--- config.mk ---
export PLATFORM = sky130hd
export DESIGN_NAME = miriscv_data_arbiter
export DESIGN_NICKNAME = d
export VERILOG_FILES = /design/src/rtl/miriscv_data_arbiter.sv
export SDC_FILE = /design/constraint.sdc
export NUM_CORES = 1
export LEC_CHECK = 0
export CORE_AREA = 2 2 122 124
export CTS_BUF_LIST = sky130_fd_sc_hd__clkbuf_4 sky130_fd_sc_hd__clkbuf_8 sky130_fd_sc_hd__clkbuf_16
export DETAILED_ROUTE_END_ITERATION = 10
export DIE_AREA = 0 0 124 126
export DONT_BUFFER_PORTS = 1
export MAX_ROUTING_LAYER = met4
export PLACE_DENSITY = 0.3
export SETUP_SLACK_MARGIN = 0.02
export SYNTH_ARGS = -nofsm -noshare
export SYNTH_HDL_FRONTEND = slang
export SYNTH_SLANG_ARGS = --single-unit
--- constraint.sdc ---
create_clock -name clk_i -period 4.2 [get_ports clk_i]
set_input_delay 0.21 -clock clk_i [delete_from_list [all_inputs] [get_ports clk_i]]
set_output_delay 0.21 -clock clk_i [all_outputs]
set_load 0.02 [all_outputs]
--- src/rtl/miriscv_data_arbiter.sv ---
// Two-requester round-robin arbiter for the core's single data-memory port.
// An owner FIFO remembers who issued each accepted transaction so responses route back in order.
module miriscv_data_arbiter #(
  parameter int XLEN        = 32,
  parameter int OUTSTANDING = 2
) (
  input  logic              clk_i,
  input  logic              arst_i,

  input  logic              m0_req_i,
  input  logic              m0_we_i,
  input  logic [XLEN/8-1:0] m0_be_i,
  input  logic [XLEN-1:0]   m0_addr_i,
  input  logic [XLEN-1:0]   m0_wdata_i,
  output logic              m0_gnt_o,
  output logic              m0_rvalid_o,
  output logic [XLEN-1:0]   m0_rdata_o,

  input  logic              m1_req_i,
  input  logic              m1_we_i,
  input  logic [XLEN/8-1:0] m1_be_i,
  input  logic [XLEN-1:0]   m1_addr_i,
  input  logic [XLEN-1:0]   m1_wdata_i,
  output logic              m1_gnt_o,
  output logic              m1_rvalid_o,
  output logic [XLEN-1:0]   m1_rdata_o,

  output logic              data_req_o,
  output logic              data_we_o,
  output logic [XLEN/8-1:0] data_be_o,
  output logic [XLEN-1:0]   data_addr_o,
  output logic [XLEN-1:0]   data_wdata_o,
  input  logic              data_gnt_i,
  input  logic              data_rvalid_i,
  input  logic [XLEN-1:0]   data_rdata_i,

  output logic              arb_err_o
);

  localparam int PW = (OUTSTANDING > 1) ? $clog2(OUTSTANDING) : 1;
  localparam int CW = $clog2(OUTSTANDING + 1);
  localparam logic [PW-1:0] PTR_LAST = PW'(OUTSTANDING - 1);
  localparam logic [CW-1:0] CNT_MAX  = CW'(OUTSTANDING);

  logic                   prio_q;
  logic                   lock_q;
  logic                   lock_sel_q;
  logic [CW-1:0]          cnt_q;
  logic [PW-1:0]          wr_ptr_q;
  logic [PW-1:0]          rd_ptr_q;
  logic [OUTSTANDING-1:0] owner_q;
  logic                   err_q;

  logic sel;
  logic msel_req;
  logic space;
  logic grant;
  logic resp;
  logic head;

  function automatic logic [PW-1:0] ptr_inc(input logic [PW-1:0] p);
    return (p == PTR_LAST) ? '0 : p + 1'b1;
  endfunction

  // A pending (ungranted) request keeps its owner so the downstream payload never switches.
  always_comb begin
    sel = prio_q;
    if (lock_q) begin
      sel = lock_sel_q;
    end else if (m0_req_i && !m1_req_i) begin
      sel = 1'b0;
    end else if (m1_req_i && !m0_req_i) begin
      sel = 1'b1;
    end
  end

  assign msel_req   = sel ? m1_req_i : m0_req_i;
  // Registered count only: a same-cycle response never frees a slot for this cycle's issue.
  assign space      = (cnt_q < CNT_MAX);
  assign data_req_o = ~arst_i & space & msel_req;
  assign grant      = data_req_o & data_gnt_i;
  assign m0_gnt_o   = grant & ~sel;
  assign m1_gnt_o   = grant & sel;

  always_comb begin
    data_we_o    = 1'b0;
    data_be_o    = '0;
    data_addr_o  = '0;
    data_wdata_o = '0;
    if (data_req_o) begin
      data_we_o    = sel ? m1_we_i    : m0_we_i;
      data_be_o    = sel ? m1_be_i    : m0_be_i;
      data_addr_o  = sel ? m1_addr_i  : m0_addr_i;
      data_wdata_o = sel ? m1_wdata_i : m0_wdata_i;
    end
  end

  assign head        = owner_q[rd_ptr_q];
  assign resp        = ~arst_i & data_rvalid_i & (cnt_q != '0);
  assign m0_rvalid_o = resp & ~head;
  assign m1_rvalid_o = resp & head;
  assign m0_rdata_o  = data_rdata_i;
  assign m1_rdata_o  = data_rdata_i;
  assign arb_err_o   = err_q;

  always_ff @(posedge clk_i or posedge arst_i) begin
    if (arst_i) begin
      prio_q     <= 1'b0;
      lock_q     <= 1'b0;
      lock_sel_q <= 1'b0;
      cnt_q      <= '0;
      wr_ptr_q   <= '0;
      rd_ptr_q   <= '0;
      owner_q    <= '0;
      err_q      <= 1'b0;
    end else begin
      if (grant) begin
        owner_q[wr_ptr_q] <= sel;
        wr_ptr_q          <= ptr_inc(wr_ptr_q);
        prio_q            <= ~sel;
        lock_q            <= 1'b0;
      end else if (data_req_o) begin
        lock_q     <= 1'b1;
        lock_sel_q <= sel;
      end

      if (resp) begin
        rd_ptr_q <= ptr_inc(rd_ptr_q);
      end

      case ({grant, resp})
        2'b10:   cnt_q <= cnt_q + CW'(1);
        2'b01:   cnt_q <= cnt_q - CW'(1);
        default: cnt_q <= cnt_q;
      endcase

      // An orphan response is sticky until reset.
      if (data_rvalid_i && (cnt_q == '0)) begin
        err_q <= 1'b1;
      end
    end
  end

endmodule

==> impl_results.md <==
- Die X: 124 um
- Slowest-stage cell, CP: or3b_2
- Reg2Reg Capture Point: owner_q[1]
- Layout cells sized above 1: 7.64%
- Mapped Area: 2420 um2
- GPL Wtd Cong: 0.687
- CP Capture Type: primary output
- Mapped Cells: 375
- H-tree Lvls: 1
- Arrival time worst endpoint: 2.65 ns
- Setup TNS: 0 ns
- #FFs+latches synth: 10
- Internal Power: 0.000512 W
- F_max: 350 MHz
- Area occupied by multi-input gates: 1470 um2
- Min Tclk post-route: 2.86 ns
- Site Rows: 44
- Synthesis Warnings: 0
- Top delay family on crit path: simple AND/OR/NAND/NOR gates
- Worst hold slack: 0.0718 ns
- Ant diodes: 0
- Register Area: 250 um2
- Design Power: 0.00127 W
- Max-Cap Viols: 0
- VDD IR max: 0.000245 V
- Yosys top cell by area: buf_4
- Final Hold Violating Endpoints: 0
- Power Dens Cells: 601 nW/um2
- Drt total wl: 9340 um
- Syn Nets: 552
- Worst path bufs/invs: 1
- Switching share of power: 59.8%
- Hold path startpoint: data_gnt_i
- Worst R2R Start: lock_sel_q
- Worst setup endpoint: data_addr_o[18]
- Clock Sinks: 10
- Post-CTS setup buffer count: 0
- Clock buffer depth: 2
- Root Buffer: clkbuf_16
- Crit path from: lock_q
- Worst setup SP type: flip-flop
- Congestion Overflow GR: 0
- Count leader, synth: a21oi_1
- Leakage: 0.619 nW
- Die extent in y: 126 um
- Slew Limit Headroom: 32.6%
- Async S/R FF share, synth: 100%
- Global-route usage over all layers: 10.8%
- IO Port Bufs: 0
- Post-Syn Area per Cell: 6.46 um2
- Cells along the critical path: or3b_2, buf_4, nand4_1, a21oi_1
- CTS tree: yes
- Min-Delay Path Class: primary input to flip-flop
- Post-DR wirelength/cell: 20.3 um
- Total clock buffers created by CTS: 3
- Routed Antenna Nets: 0
- DRT Pass-1 Iters: 5
- Layout area overhead: -12.6%
- Seq/Total Area, Yosys: 10.3%
- Slew of the pin with the lowest slew margin: 1.01 ns
- R2R Setup Slk: 2.01 ns
- Post-synth EDFFs: 0
- M1 WL: 3650 um
- Clock transition at the registers of the reported paths: 0.04 ns
- Synth top area cells: buf_4, nand4_1, a21oi_1
- Dpl hpwl: 6550 um
- Synth cell types: 34
- Synth top area share: 20.5%
- Fin crit share: 68.1%
- Met2 wire len: 4770 um
- Worst skew pair latency: 0.24 ns
- Vias: 2443
- First-pass GRT wire length: 13100 um
- Critical path peak fanout: 44
- Reg2reg path depth: 4
- Slowest stage delay, CP: 0.84 ns
- Vias in the first global route: 2280
- Most used DFF post-synth: dfrtp_1
- Initial Util: 16.9%
- Comb pwr share: 69.4%
- WP depth: 4
- Pin count of the biggest net entering global routing: 78
- RSZ-0062 raised after global routing: false
- Core ar.: 14300 um2
- Clock skew: 0.000705 ns
- Req. time, crit path: 3.99 ns
- Met3 WL: 702 um
- Synth top cells by count: a21oi_1, nand3_1, nand4_1
- Switching power: 0.000761 W
- Setup Viol. Count Final: 0
- Status: complete, no violations
- Fin. max-slew vios: 0
- Die ar.: 15600 um2
- DR DRC count: 0
- Flop pwr share: 15.6%
- NumNets Final: 453
- Io pins: 315
- Initial DRC count: 184
- # fillers: 1685
- Crit path kind: flip-flop to primary output
- Antenna violations before repair: 0
- Max Used Layer: met4
- Clk pwr share: 15.0%
- Vias/cell: 5.32
layout by cell type, fill, tap and decap left out, drive strengths merged:
cell type    instances
inv                  3
or2                  2
a41oi                3
xor2                 1
nor3                 1
o21ai                2
o31ai                1
xnor2                4
nand2b               1
nand3               70
a21oi               71
a211o                1
and4bb               1
a31oi                2
nor4b                1
nand3b               2
a21o                 1
a21boi               1
buf                  6
dlygate4sd3          1
nor2                 7
or3b                 2
mux2i                2
clkbuf               4
a41o                 1
ha                   1
and2                 2
nand2                1
nand4               69
o31a                 1
dfrtp               10
registers in the layout (all words and copies together) (netlist names):
signal / count
wr_ptr_q: 1
rd_ptr_q: 1
prio_q: 1
lock_sel_q: 1
cnt_q: 2
arb_err_o: 1
owner_q: 2
lock_q: 1
routing by layer:
layer  vias up  global-route usage, %
li1       1135                      -
met1      1138                   12.6
met3        25                   1.36
met4         0                   2.71
met5         -                      -
met2       145                   19.3
final cells by class:
class | count | share of cell area [%]
Clock buffer | 4 | 4.20
Tap cell | 184 | 10.9
Timing Repair Buffer | 7 | 3.19
Multi-Input combinational cell | 251 | 69.4
Inverter | 3 | 0.532
Sequential cell | 10 | 11.8
kinds of logic after synthesis:
group,after synthesis,synth area share (%)
flip-flops,10,10.3
AND/OR/NAND/NOR,159,37.5
AO/OA/AOI/OAI,84,19.3
buffers and inverters,114,29.4
XOR/XNOR,5,2.12
adder cells (fa/ha/maj),1,0.517
multiplexers,2,0.827
how the worst min path moves through the flow:
| stage | end | slack, ns | depth (start not counted) |
|---|---|---|---|
| after floorplan | arb_err_o | 0.06 | 1 |
| after global placement | owner_q[1] | 0.14 | 1 |
| after detailed placement | owner_q[1] | 0.13 | 1 |
| after CTS | lock_q | 0.07 | 1 |
| after global routing | lock_q | 0.07 | 1 |
| final | lock_q | 0.07 | 1 |
power by group through the flow:
| stage | logic [W] | clock network [W] | registers, W |
|---|---|---|---|
| floorplan | 0.000864 | 0 | 0.000175 |
| global placement | 0.000873 | 0 | 0.000199 |
| detailed placement | 0.000891 | 0 | 0.000201 |
| CTS | 0.000893 | 0.000193 | 0.000199 |
| global route | 0.000981 | 0.000202 | 0.000209 |
| finish | 0.000883 | 0.000191 | 0.000199 |
worst register-to-register path, cell delays in order, from the launching register on:
cell and delay [ns]:
dfrtp_1 0.43, nand2b_2 0.72, buf_4 0.52, a41oi_1 0.19, a41oi_1 0.23
per-stage QoR:
stage	setup WS, ns	instance area (um2)	util [%]	instances
2_1_floorplan	2.40	2420	-	375
3_3_place_gp	1.63	2020	14.1	454
3_5_place_dp	1.55	2020	14.1	454
4_1_cts	1.31	2120	14.8	459
5_1_grt	1.09	2120	14.8	459
6_report	1.34	2120	14.8	459
repair_timing:
action	4_1_cts	5_1_grt
resized for setup	0	0
endpoints found under the hold margin	10	0
hold buffers	1	0
(Power assumes the default switching activity.)
